--- src/rtl/div_unit.sv ---
// -----------------------------------------------------------------------------
// div_unit
//   Multi-cycle radix-2 restoring divider for the EX stage (DIV / DIVU).
//   HI takes the remainder and LO takes the quotient, packed as
//   result_o = {remainder, quotient}.
//
// Ports
//   clk           rising-edge clock
//   rst           asynchronous, active-low reset
//   signed_div_i  1 = DIV (signed), 0 = DIVU (unsigned); sampled with start_i in IDLE
//   opdata1_i     dividend, sampled in IDLE when a request is accepted
//   opdata2_i     divisor, sampled in IDLE when a request is accepted
//   start_i       request; held high by EX until it has consumed ready_o
//   annul_i       flush; aborts any in-flight or completed division
//   result_o      {remainder, quotient}; forced to zero whenever ready_o=0
//   ready_o       result valid
//   dbg_state_o   current FSM state (0 IDLE, 1 BYZERO, 2 ON, 3 END)
//
// Handshake
//   A request is accepted on a rising edge in IDLE with start_i=1 and
//   annul_i=0. start_i acts as a level "still wanted" signal: if it drops (or
//   annul_i rises) before the result is consumed, the division is discarded
//   and the unit returns to IDLE. ready_o stays high, with result_o stable,
//   for as long as start_i is held in END; the edge that sees start_i low
//   returns the unit to IDLE and clears both outputs. A new request is only
//   taken from IDLE, so start_i must be low for at least one edge between
//   divisions.
//
// Timing
//   Accept at edge k. The ON state runs WIDTH iterations on edges k+1..k+WIDTH
//   and moves to END with the final iteration. The sign fix-up and output
//   register load happen on the first edge in END, so ready_o rises after
//   edge k+WIDTH+1. A zero divisor goes IDLE->BYZERO->END, so ready_o rises
//   after edge k+2.
// -----------------------------------------------------------------------------
module div_unit #(
    parameter int WIDTH = 32
) (
    input  logic                 clk,
    input  logic                 rst,
    input  logic                 signed_div_i,
    input  logic [WIDTH-1:0]     opdata1_i,
    input  logic [WIDTH-1:0]     opdata2_i,
    input  logic                 start_i,
    input  logic                 annul_i,
    output logic [2*WIDTH-1:0]   result_o,
    output logic                 ready_o,
    output logic [1:0]           dbg_state_o
);

    localparam int CNT_W = $clog2(WIDTH) + 1;
    localparam logic [CNT_W-1:0] LAST_ITER = CNT_W'(WIDTH - 1);
    localparam logic [CNT_W-1:0] CNT_ONE   = CNT_W'(1);
    localparam logic [WIDTH-1:0] ONE       = WIDTH'(1);

    typedef enum logic [1:0] {
        S_IDLE   = 2'd0,
        S_BYZERO = 2'd1,
        S_ON     = 2'd2,
        S_END    = 2'd3
    } state_e;

    state_e               state_q,   state_d;
    logic [CNT_W-1:0]     cnt_q,     cnt_d;
    logic [WIDTH-1:0]     dvd_q,     dvd_d;      // |dividend|, shifted left one bit per iteration
    logic [WIDTH-1:0]     dsr_q,     dsr_d;      // |divisor|
    logic [WIDTH-1:0]     rem_q,     rem_d;      // partial remainder
    logic [WIDTH-1:0]     quo_q,     quo_d;      // quotient bits, shifted in at the LSB
    logic                 neg_quo_q, neg_quo_d;
    logic                 neg_rem_q, neg_rem_d;
    logic                 ready_q,   ready_d;
    logic [2*WIDTH-1:0]   result_q,  result_d;

    // One restoring step. The shifted partial remainder is WIDTH+1 bits wide
    // so divisors with the MSB set compare correctly. When there is no borrow
    // the true difference is below the divisor, so its low WIDTH bits are exact.
    logic [WIDTH:0]       shifted;
    logic                 borrow;
    logic [WIDTH-1:0]     diff_lo;
    logic [WIDTH-1:0]     quo_fix;
    logic [WIDTH-1:0]     rem_fix;
    logic                 abort;

    assign shifted = {rem_q, dvd_q[WIDTH-1]};
    assign borrow  = (shifted < {1'b0, dsr_q});
    assign diff_lo = shifted[WIDTH-1:0] - dsr_q;

    // Quotient takes the XOR of the operand signs, remainder takes the
    // dividend's sign. The most negative dividend over -1 wraps naturally.
    assign quo_fix = neg_quo_q ? (~quo_q + ONE) : quo_q;
    assign rem_fix = neg_rem_q ? (~rem_q + ONE) : rem_q;

    assign abort = annul_i || !start_i;

    always_comb begin
        state_d   = state_q;
        cnt_d     = cnt_q;
        dvd_d     = dvd_q;
        dsr_d     = dsr_q;
        rem_d     = rem_q;
        quo_d     = quo_q;
        neg_quo_d = neg_quo_q;
        neg_rem_d = neg_rem_q;
        ready_d   = 1'b0;
        result_d  = '0;

        unique case (state_q)
            S_IDLE: begin
                if (start_i && !annul_i) begin
                    dvd_d     = (signed_div_i && opdata1_i[WIDTH-1]) ? (~opdata1_i + ONE) : opdata1_i;
                    dsr_d     = (signed_div_i && opdata2_i[WIDTH-1]) ? (~opdata2_i + ONE) : opdata2_i;
                    neg_quo_d = signed_div_i && (opdata1_i[WIDTH-1] ^ opdata2_i[WIDTH-1]);
                    neg_rem_d = signed_div_i && opdata1_i[WIDTH-1];
                    rem_d     = '0;
                    quo_d     = '0;
                    cnt_d     = '0;
                    state_d   = (opdata2_i == '0) ? S_BYZERO : S_ON;
                end
            end

            S_BYZERO: begin
                // quotient and remainder were cleared on accept
                if (abort) begin
                    state_d = S_IDLE;
                    cnt_d   = '0;
                end else begin
                    state_d = S_END;
                end
            end

            S_ON: begin
                if (abort) begin
                    state_d = S_IDLE;
                    cnt_d   = '0;
                end else begin
                    dvd_d = {dvd_q[WIDTH-2:0], 1'b0};
                    quo_d = {quo_q[WIDTH-2:0], ~borrow};
                    rem_d = borrow ? shifted[WIDTH-1:0] : diff_lo;
                    cnt_d = cnt_q + CNT_ONE;
                    if (cnt_q == LAST_ITER) begin
                        state_d = S_END;
                    end
                end
            end

            S_END: begin
                if (abort) begin
                    state_d = S_IDLE;
                    cnt_d   = '0;
                end else begin
                    ready_d  = 1'b1;
                    result_d = {rem_fix, quo_fix};
                end
            end

            default: begin
                state_d = S_IDLE;
                cnt_d   = '0;
            end
        endcase
    end

    always_ff @(posedge clk or negedge rst) begin
        if (!rst) begin
            state_q   <= S_IDLE;
            cnt_q     <= '0;
            dvd_q     <= '0;
            dsr_q     <= '0;
            rem_q     <= '0;
            quo_q     <= '0;
            neg_quo_q <= 1'b0;
            neg_rem_q <= 1'b0;
            ready_q   <= 1'b0;
            result_q  <= '0;
        end else begin
            state_q   <= state_d;
            cnt_q     <= cnt_d;
            dvd_q     <= dvd_d;
            dsr_q     <= dsr_d;
            rem_q     <= rem_d;
            quo_q     <= quo_d;
            neg_quo_q <= neg_quo_d;
            neg_rem_q <= neg_rem_d;
            ready_q   <= ready_d;
            result_q  <= result_d;
        end
    end

    assign ready_o     = ready_q;
    assign result_o    = result_q;
    assign dbg_state_o = state_q;

endmodule

--- config.mk ---
export PLATFORM = sky130hd
export DESIGN_NAME = div_unit
export DESIGN_NICKNAME = d
export VERILOG_FILES = /design/src/rtl/div_unit.sv
export SDC_FILE = /design/constraint.sdc
export NUM_CORES = 1
export LEC_CHECK = 0
export ABC_AREA = 1
export CORE_UTILIZATION = 55
export CTS_BUF_LIST = sky130_fd_sc_hd__clkbuf_8 sky130_fd_sc_hd__clkbuf_16
export DETAILED_ROUTE_END_ITERATION = 6
export HOLD_SLACK_MARGIN = 0.03
export PLACE_DENSITY = 0.83
export SYNTH_ARGS = -nofsm -noshare
export SYNTH_HDL_FRONTEND = slang
export SYNTH_SLANG_ARGS = --single-unit
--- constraint.sdc ---
create_clock -name clk -period 4 [get_ports clk]
set_clock_uncertainty 0.2 [all_clocks]
set_input_delay 0.6 -clock clk [delete_from_list [all_inputs] [get_ports clk]]
set_output_delay 0.6 -clock clk [all_outputs]
set_load 0.02 [all_outputs]
; ---- Word level (Yosys, flattened, before mapping)
; Cells that the tools add are included.
[classes]
magnitude_cmp = 1
n_eq_ne = 9
n_bitwise = 6
reduce_logical = 15
n_addsub = 6
mux = 28
[op_table]
columns = cell, n
row1 = $mux 32, 10
row2 = $pmux 32 s2, 3
row3 = $add 32x1->32 const B, 4
row4 = $mux 64, 2
row5 = $not 32->32, 4
row6 = $lt 33x32->1, 1
row7 = $logic_not 32->1, 1
row8 = $sub 32x32->32, 1
row9 = $mux 6, 3
row10 = $pmux 6 s3, 1
row11 = $mux 2, 6
row12 = $pmux 2 s4, 1
row13 = $add 6x1->6 const B, 1
row14 = $eq 6x5->1 const B, 1
row15 = $ne 2x2->1 const B, 3
row16 = $reduce_and 3->1, 2
row17 = $eq 2x2->1 const B, 2
row18 = $logic_and 1x1->1, 4
row19 = $reduce_and 2->1, 2
row20 = $ne 3x3->1 const B, 1
row21 = $eq 2x1->1 const B, 1
row22 = $logic_not 1->1, 2
row23 = $logic_not 2->1, 1
row24 = $mux 1, 2
row25 = other kinds (6), 6
[word_totals]
in_bits = 69
regBits = 203
wordCells = 75

; ---- Depth between registers and ports, before layout
; Gate-level depths: netlist (run 1).
[logic_depth]
word_depth = 5
mapped_depth = 16

; ---- Worst setup path before layout (run 1)
; Ideal clock, no wire load.
[synth_path]
kind = register to register
startpoint = register dvd_q[31]
endpoint = register rem_q[28]
setup_time_ps = 116
required_ps = 3684
t_arrival_ps = 1819
stages_incl_launch_ff = 17
setup_slack_ps = 1864
n_path_buf = 0
synth_period_minus_slack_ps = 2136
cell_sequence = dfrtp_1 -> inv_1 -> ha_1 -> inv_1 -> fa_1 -> nand2_1 -> nand2_1 -> nand3_1 -> nand2_1 -> nand2_1 -> nand2_1 -> nand2_1 -> nand2_1 -> nand2_1 -> nand3_2 -> nand2_1 -> nand2_1
[synth_via]
elab_chain_cells = 4
elab_cells_between_ends = 5
cone_classes = 1 x add/sub / 1 x order compare / 3 x mux
[synth_rtl]
columns = element, line
row1 = start: declaration, 65  ; logic [WIDTH-1:0] dvd_q, dvd_d;
row2 = start signal: assignment, 178  ; dvd_q <= dvd_d;
row3 = $sub 32x32->32 / $lt 33x32->1 (equally long branches), "86, 85"
row4 = $mux 32 *, 138  ; rem_d = borrow ? shifted[WIDTH-1:0] : diff_lo;
row5 = $mux 32 *, 132  ; if (abort) begin
row6 = $pmux 32 s2 *, 107  ; unique case (state_q)
row7 = end signal: assignment, 180  ; rem_q <= rem_d;
row8 = end: declaration, 67  ; logic [WIDTH-1:0] rem_q, rem_d;
; Mark *: on every way between the ends. The rest lies on a longest branch, timed or not. The select of a mux whose other input is x is not followed.
; A chain may end at the register's enable or synchronous reset.

; ---- Worst setup path in the final report (run 1)
[layout_path]
startpoint = register rem_q[22]
endpoint = register rem_q[20]
[layout_via]
elab_chain_cells = 4
[layout_rtl]
columns = element, line
row1 = $lt 33x32->1, 85  ; assign borrow = (shifted < {1'b0, dsr_q});
row2 = $mux 32, 138
row3 = $mux 32, 132
row4 = $pmux 32 s2, 107
; No other way between the ends. The select of a mux whose other input is x is not followed.

==> results of run 1 <==
[final cells by class]
cell class                 instances  area, um^2  share of cell area [%]
inverter                         326        1220                    7.48
multi-input combinational       1530        7420                    45.4
clock inverter                    12        76.3                   0.466
tap                              330         413                    2.52
sequential                       203        5080                    31.0
clock buffer                      26         617                    3.77
timing repair buffer             155        1530                    9.36
[routing by layer]
layer  track usage [%]  up-vias  wire length, um
met4              6.05        0              521
met3              3.63       35             2570
met1              42.5     6341            17200
li1                  -     6958                -
met2              47.1      475            16900
met5                 0        -                0
[worst min path at each step]
stage                   endpoint  cells after the start
finish              result_o[21]                      1
global route        result_o[21]                      1
CTS                 result_o[21]                      1
detailed placement     dvd_q[20]                      2
global placement    result_o[21]                      1
floorplan               cnt_q[0]                      0
[kinds of logic (layout without fill, tap and decap cells)]
logic type | Yosys count | in the layout | synth area share (%)
fa+ha+maj | 43 | 43 | 3.89
buf+inv | 387 | 519 | 10.8
flops | 203 | 203 | 36.2
compound gates | 298 | 298 | 11.7
simple gates | 1155 | 1155 | 35.2
xor+xnor | 34 | 34 | 2.12
[power breakdown]
| part | internal (mW) | switching [mW] |
|---|---|---|
| registers | 2.44 | 0.225 |
| logic | 1.19 | 2.49 |
| clock network | 1.11 | 0.857 |
[registers in the layout (all words and copies together) (netlist names)]
| signal | flops |
|---|---|
| result_o | 64 |
| dsr_q | 32 |
| dvd_q | 32 |
| quo_q | 32 |
| rem_q | 32 |
| cnt_q | 6 |
| dbg_state_o | 2 |
| neg_quo_q | 1 |
| neg_rem_q | 1 |
| ready_o | 1 |
[what timing repair did]
action                                  in CTS  in global routing
endpoints found under the hold margin       73                  0
hold buffers                                 1                  0
gates resized for setup                      0                  0
endpoints found under the setup margin       0                  0
[through the flow]
stage,utilization (%),hold slack (ns)
floorplan,-,0.104
global placement,62.4,0.245
detailed placement,62.4,0.261
CTS,65.2,0.272
global route,65.2,0.280
finish,65.2,0.269
[synthesized netlist by cell type, types with 4 or more instances]
| master | number | area (um^2) |
|---|---|---|
| xor2_1 | 16 | 140 |
| nor3_1 | 29 | 145 |
| o31ai_1 | 4 | 30.0 |
| dfrtp_1 | 203 | 5080 |
| o211ai_1 | 7 | 52.6 |
| nand3_2 | 10 | 100 |
| nand4_1 | 30 | 188 |
| nor3_2 | 4 | 40.0 |
| nand3_1 | 173 | 866 |
| buf_2 | 13 | 65.1 |
| nand3b_1 | 7 | 52.6 |
| inv_1 | 318 | 1190 |
| inv_2 | 5 | 18.8 |
| nand2_2 | 9 | 56.3 |
| o21ai_0 | 120 | 601 |
| ha_1 | 42 | 526 |
| nor2_2 | 12 | 75.1 |
| buf_1 | 4 | 15.0 |
| or2_2 | 4 | 25.0 |
| xnor2_1 | 18 | 158 |
| o22ai_1 | 34 | 213 |
| clkbuf_1 | 36 | 135 |
| buf_4 | 5 | 37.5 |
| a21oi_1 | 108 | 541 |
| nand2_1 | 636 | 2390 |
| nor2_1 | 227 | 852 |
==> results by group, run 1 <==
Timing
  – RSZ-0062 raised after global routing: no
  – Hold Vio Cnt, Final: 0
  – Fin crit share: between 70 and 80%
  – Slew headroom: 26.7%
  – Final setup margin: between 1 and 1.5 ns
  – Slew @ Worst Pin: between 1 and 1.5 ns
  – Setup_tns: 0 ns
  – Minimum clock period: 2.89 ns
  – Max Fclk: about 350 MHz
  – Final setup viols: 0
  – Pins Over Slew Limit: 0

Global routing
  – Grt total ovfl: 0
  – GRT Util Overall: 29.3%
  – Vias in the first global route: about 13000
  – First-pass GRT wire length: 63000 um
  – Largest net degree at the start of global routing: 81
  – Antenna violations before repair: 0

Critical path
  – Delay-heaviest family, CP: simple AND/OR/NAND/NOR gates
  – Worst path slowest cell: dfrtp_1
  – CP endpoint: rem_q[20]
  – CP Capture Type: flip-flop
  – Crit path depth: 13
  – Crit path launch: rem_q[22]
  – Most used cell, CP: nand2_1
  – WP buf/inv: 1
  – Setup CP Type: reg -> reg
  – RR Startpoint: rem_q[22]
  – Crit path cell chain: ha_1, nand2_2, inv_2, nand2_1, nand2_1, a21oi_4, nor2_4, nor2_8, nand2_8, nand2_4, nand2_1, nand2_1, nand2_1
  – CP required: 4.22 ns
  – CP max FO: 33
  – R2r setup slk: 1.11 ns
  – Crit path launch type: flip-flop
  – R2R depth: 13
  – Critical path arrival: 3.11 ns
  – Slowest Stage Delay on Critical Path: approximately 0.5 ns
  – Reg-to-Reg End: rem_q[20]

Cells and area
  – Most frequent cells in the layout: 636 x nand2_1, 322 x inv_1, 227 x nor2_1
  – Area Overhead vs Synth: 16.8%
  – Layout Cells excl Fill: 2582
  – NumNets Final: 2351
  – Share of cells above drive strength 1: 5.02%
  – Most common cell after layout, fill and taps aside: nand2_1
  – Final instance area: 16400 um^2
  – # diodes: 0
  – Fillers: around 2300

Worst hold path
  – Hold_sp: quo_q[21]
  – Worst hold path class: reg -> reg

Flow run
  – Max cap viols: 0

Logic synthesis
  – Mapped cell area: about 14000 um^2
  – Syn_area_per_cell: 6.61 um^2
  – Yosys warnings: 0
  – Yosys cell types: 54
  – Syn Nets: between 2000 and 2500
  – Syn Inst Count: 2120
  – Sequential area share after synthesis: 36.2%
  – Ys async rst share: 100%
  – Top_reg_cell synth: dfrtp_1
  – Number of synthesized flops with an enable pin: 0
  – Yosys reg bits: about 200

CTS
  – Clock Latency Late Sink: 0.52 ns
  – H-tree levels: 1
  – TritonCTS clock tree: yes
  – Cts bufs inserted: 23
  – CTS root buf: clkbuf_16
  – Clk slew on worst S/H paths: 0.06 ns
  – CTS Sinks: ~200
  – Clock Tree Buf Depth: 3
  – Post-CTS setup buffers: 0

Floorplan
  – Die area: 26100 um^2
  – Die span in x: between 150 and 200 um
  – Row count: 58
  – Initial core utilization: between 50% and 60%
  – Vert. Die Dim: between 150 and 200 um
  – IO Count: approximately 140
  – Core Footprint: roughly 25000 um^2

Place
  – Placed cell areas: between 15000 and 20000 um^2
  – IO Port Bufs: 135
  – Final HPWL DP: 27400 um
  – Pre-CTS WS: approximately 0.83 ns
  – Placer's final routability congestion estimate: 0.928
  – Number of placed instances, taps included: roughly 2500

Drt
  – DRC: 0
  – Wire length per cell: 14.4 um
  – Total wire length: 37200 um
  – First-pass DRT Iterations: 6
  – Iteration-0 DRC Markers: 1047
  – Post-route ant nets: 0
  – Number of vias per cell: roughly 5.3
  – Vias: approximately 14000

Pwr
  – Leakage: 8.69 nW
  – Final Power: around 8.3 mW
  – Pwr Density: 508 nW/um^2
  – VDD IR-drop max: 0.431 mV

Outcome
  – Status: complete, no violations
Note: power is estimated with default switching activity, not from simulation.
==> inputs of run 2 (changes only) <==
- CORE_UTILIZATION: 55 -> 53
- PLACE_DENSITY: 0.83 -> 0.84
- clock period: 4 -> 2.55 ns (I/O delays scaled with it)
==> results by group, run 2 (synthesized netlist as in run 1, its figures left out) <==
Pwr
  – VDD IR-drop max: about 0.7 mV
  – Leakage: 9.15 nW
  – Pwr Density: 797 nW/um^2
  – Final Power: 13.7 mW

Place
  – Placer's final routability congestion estimate: 0.944
  – Pre-CTS WS: around 0.084 ns
  – Final HPWL DP: 29800 um
  – Placed cell areas: 16400 um^2
  – Number of placed instances, taps included: 2630
  – IO Port Bufs: 135

Drt
  – First-pass DRT Iterations: 6
  – Total wire length: 38900 um
  – Vias: 14300
  – Wire length per cell: between 10 and 15 um
  – Iteration-0 DRC Markers: 1302
  – DRC: 0
  – Post-route ant nets: 0
  – Number of vias per cell: 5.36

CTS
  – Clk slew on worst S/H paths: 0.06 ns
  – Post-CTS setup buffers: 0
  – CTS Sinks: 203
  – TritonCTS clock tree: yes
  – Cts bufs inserted: 23
  – CTS root buf: clkbuf_16
  – Clock Latency Late Sink: 0.54 ns
  – Clock Tree Buf Depth: 3
  – H-tree levels: 1

Cells and area
  – NumNets Final: 2433
  – Multi-input logic area: 7450 um^2
  – # diodes: 0
  – Area Overhead vs Synth: 22.5%
  – Final instance area: 17200 um^2
  – Sequential Area: around 5100 um^2
  – Max FFs per register: 64
  – Util after Layout: 66.1%
  – Most frequent cells in the layout: 636 x nand2_1, 322 x inv_1, 225 x nor2_1
  – Share of cells above drive strength 1: 8.61%
  – Fillers: 2312
  – Most common cell after layout, fill and taps aside: nand2_1
  – Layout Cells excl Fill: about 2700

Critical path
  – Crit path launch type: flip-flop
  – RR Startpoint: rem_q[22]
  – Most used cell, CP: nand2_1
  – Worst path slowest cell: dfrtp_1
  – WP buf/inv: 1
  – Delay-heaviest family, CP: simple AND/OR/NAND/NOR gates
  – Crit path launch: rem_q[22]
  – Reg-to-Reg End: rem_q[20]
  – Setup CP Type: reg -> reg
  – CP max FO: 17
  – Critical path arrival: 2.62 ns
  – CP required: roughly 2.8 ns
  – Crit path cell chain: ha_1, nand2_2, inv_2, nand2_1, nand2_1, a21oi_4, nor2_4, nor2_8, nand2_8, nand2_4, nand2_1, nand2_1, nand2_1
  – R2R depth: 13
  – CP Capture Type: flip-flop
  – Crit path depth: 13
  – Slowest Stage Delay on Critical Path: 0.45 ns
  – R2r setup slk: 0.13 ns
  – CP endpoint: rem_q[20]

Worst hold path
  – Worst hold path class: in -> async

Timing
  – RSZ-0062 raised after global routing: yes
  – Final setup margin: 0.130 ns
  – Slew headroom: 67.3%
  – Fin crit share: 94.9%
  – Final setup viols: 0
  – Minimum clock period: 2.42 ns
  – Pins Over Slew Limit: 0
  – WHS: 0.213 ns
  – Slew @ Worst Pin: 0.490 ns
  – Setup_tns: 0 ns
  – Hold Vio Cnt, Final: 0
  – Max Fclk: 413 MHz

Global routing
  – Vias in the first global route: 13200
  – Most Used Layer, Global Route: met2
  – M2 GR Usage: 46.7%
  – First-pass GRT wire length: about 64000 um
  – GRT Util Overall: 29.3%
  – Global Route met3 Usage: approximately 3.6%
  – M1 GR Usage: 42.2%
  – Largest net degree at the start of global routing: 60
  – Antenna violations before repair: 0
  – Grt total ovfl: 0

Floorplan
  – Die area: 27100 um^2
  – Row count: just under 60
  – Vert. Die Dim: 165 um
  – Die span in x: 165 um
  – Initial core utilization: 53.9%
  – IO Count: 136
  – Core Footprint: 26000 um^2

Flow run
  – Max cap viols: 0

Outcome
  – Status: complete, no violations
[run 2: cell types whose count changed in the layout (fill, tap and decap cells not counted), sizes merged]
| cell | delta |
|---|---|
| buf | +82 |
| clkbuf | +3 |
| bufinv | +1 |
| clkinv | -4 |
[run 2: what timing repair did]
item / CTS / global route
hold buffers: 1 / 0
endpoints found under the hold margin: 54 / 0
resized for setup: 0 / 8
setup endpoints to repair: 0 / 26
[run 2: layout make-up]
| class | instances | share of cell area (%) |
|---|---|---|
| clock inverter | 9 | 0.474 |
| inverter | 326 | 7.13 |
| multi-input combinational | 1530 | 43.4 |
| timing repair buffer | 237 | 13.1 |
| clock buffer | 29 | 3.83 |
| sequential | 203 | 29.6 |
| tap | 335 | 2.44 |
[run 2: layer usage]
layer | routed length, um | vias up
met5 | 0 | -
met4 | 733 | 0
met3 | 2920 | 67
met2 | 17400 | 539
met1 | 17900 | 6562
li1 | - | 7150
[run 2: how the worst min path moves through the flow]
stage,startpoint,endpoint,cells past startpoint
final,rst,result_o[9],2
after global routing,rst,result_o[58],2
after CTS,rst,result_o[63],2
after detailed placement,rst,result_o[37],1
after global placement,rst,result_o[38],1
after floorplan,rst,cnt_q[0],0
[run 2: power by group]
group	internal [mW]	leakage, nW	switching [mW]
registers	3.83	2.71	0.339
logic	2.21	6.06	4.06
clock network	1.91	0.381	1.34
==> inputs of run 3 (changes only) <==
- REMOVE_ABC_BUFFERS: default -> 1
==> results by group, run 3 (synthesized netlist as in run 1, its figures left out) <==
Outcome
  – Status: complete, no violations

Drt
  – Wire length per cell: 14.8 um
  – Total wire length: around 39000 um
  – DRC: 0
  – Number of vias per cell: 5.36
  – Vias: 14200
  – First-pass DRT Iterations: 6
  – Iteration-0 DRC Markers: 1346
  – Post-route ant nets: 0

Place
  – Pre-CTS WS: 0.0606 ns
  – Number of placed instances, taps included: 2615
  – Final HPWL DP: 29800 um
  – IO Port Bufs: 135
  – Placer's final routability congestion estimate: 0.967

Cells and area
  – Max FFs per register: 64
  – NumNets Final: 2418
  – Util after Layout: 65.8%
  – Most frequent cells in the layout: 636 x nand2_1, 323 x inv_1, 225 x nor2_1
  – Layout Cells excl Fill: 2658
  – Area Overhead vs Synth: 22.0%
  – # diodes: 0
  – Fillers: 2295
  – Most common cell after layout, fill and taps aside: nand2_1
  – Share of cells above drive strength 1: 8.18%

Pwr
  – Switching part of the total: 42.0%
  – Psw: slightly below 6 mW
  – Sequential power share: 30.0%
  – Clock network fraction of total power: around 26%
  – Leakage: 9.10 nW
  – Comb pwr share: around 45%
  – Pwr Density: 817 nW/um^2
  – Internal power: between 8 and 9 mW
  – VDD IR-drop max: 0.571 mV

Critical path
  – Critical path arrival: around 2.7 ns
  – Worst path slowest cell: dfrtp_1
  – Crit path cell chain: inv_1, ha_1, inv_1, fa_1, nand2_1, nand2_1, nand3_1, nand2_1, nand2_1, nand2_1, xnor2_1, nand2_1, nand3_1, nand2_1
  – Most used cell, CP: nand2_1
  – Crit path launch type: flip-flop
  – Setup CP Type: reg -> reg
  – Slowest Stage Delay on Critical Path: 0.38 ns
  – CP Capture Type: flip-flop
  – CP max FO: 4
  – CP required: 2.77 ns
  – Delay-heaviest family, CP: simple AND/OR/NAND/NOR gates
  – WP buf/inv: 2

Global routing
  – Grt total ovfl: 0
  – GRT Util Overall: 29.7%
  – First-pass GRT wire length: 64500 um
  – Antenna violations before repair: 0
  – Vias in the first global route: 13300
  – Largest net degree at the start of global routing: 81

CTS
  – Post-CTS setup buffers: 0
  – CTS Sinks: a little over 200
  – Clock Tree Buf Depth: 3
  – Clock Latency Late Sink: 0.54 ns
  – TritonCTS clock tree: yes
  – Clk slew on worst S/H paths: 0.07 ns
  – Cts bufs inserted: 23
  – CTS root buf: clkbuf_16
  – H-tree levels: 1

Timing
  – Setup_tns: 0 ns
  – RSZ-0062 raised after global routing: yes
  – Final setup margin: 0.104 ns
  – Hold Vio Cnt, Final: 0
  – Slew @ Worst Pin: 0.699 ns
  – Slew headroom: a little over half
  – Minimum clock period: 2.45 ns
  – Max Fclk: 409 MHz
  – Final setup viols: 0
  – Fin crit share: 95.9%
  – Pins Over Slew Limit: 0

Floorplan
  – Die area: roughly 27000 um^2
  – Die span in x: 165 um
  – Row count: 59
  – Core Footprint: 26000 um^2
  – Initial core utilization: between 50% and 60%
  – Vert. Die Dim: 165 um
  – IO Count: 136

Worst hold path
  – Worst hold path class: in -> async

Flow run
  – Max cap viols: 0
[run 3: per-layer routing]
metal  global-route usage, %  up-vias  part of all wire (%)
li1                        -     7125                     -
met1                    42.5     6543                    46
met2                    47.2      516                    45
met3                    3.42       61                   7.5
met4                    8.67        0                   2.2
met5                       0        -                     0
[run 3: path summary, 6_finish.rpt]
path	from	endpoint	slack, ns	cells after the start
setup / recovery	dvd_q[31]	rem_q[12]	0.10	14
hold / removal	rst	quo_q[11]	0.21	2
setup reg to reg	dvd_q[31]	rem_q[12]	0.10	14
hold reg to reg	quo_q[25]	result_o[25]	0.27	1
max in group asynchronous	rst	result_o[25]	1.23	3
min in group clk	quo_q[25]	result_o[25]	0.27	1
[run 3: power by group through the flow]
stage,sequential (mW),combinational [mW],clock [mW]
after detailed placement,4.24,6.01,0
after global routing,4.26,6.96,3.73
final,4.20,6.22,3.56
after floorplan,4.24,3.97,0
after global placement,4.21,5.86,0
after CTS,4.19,6.06,3.60
[run 3: per-stage QoR]
step                instance area, um^2  hold WS [ns]  power [mW]
global route                      17100         0.256        14.9
global placement                  16200         0.225        10.1
floorplan                         13700        -0.113        8.21
finish                            17100         0.207        14.0
detailed placement                16200         0.225        10.2
CTS                               17100         0.230        13.9
[run 3: layout make-up]
class	instances	area, um^2	area share [%]
Clock buffer	26	617	3.61
Clock inverter	16	194	1.13
Inverter	326	1220	7.15
Multi-Input combinational cell	1530	7470	43.7
Sequential cell	203	5080	29.7
Tap cell	335	419	2.45
Timing Repair Buffer	222	2100	12.3
[run 3: repair_timing]
item	CTS	global route
endpoints found under the hold margin	58	0
resized for setup	0	9
endpoints found under the setup margin	0	30
hold buffers	1	0
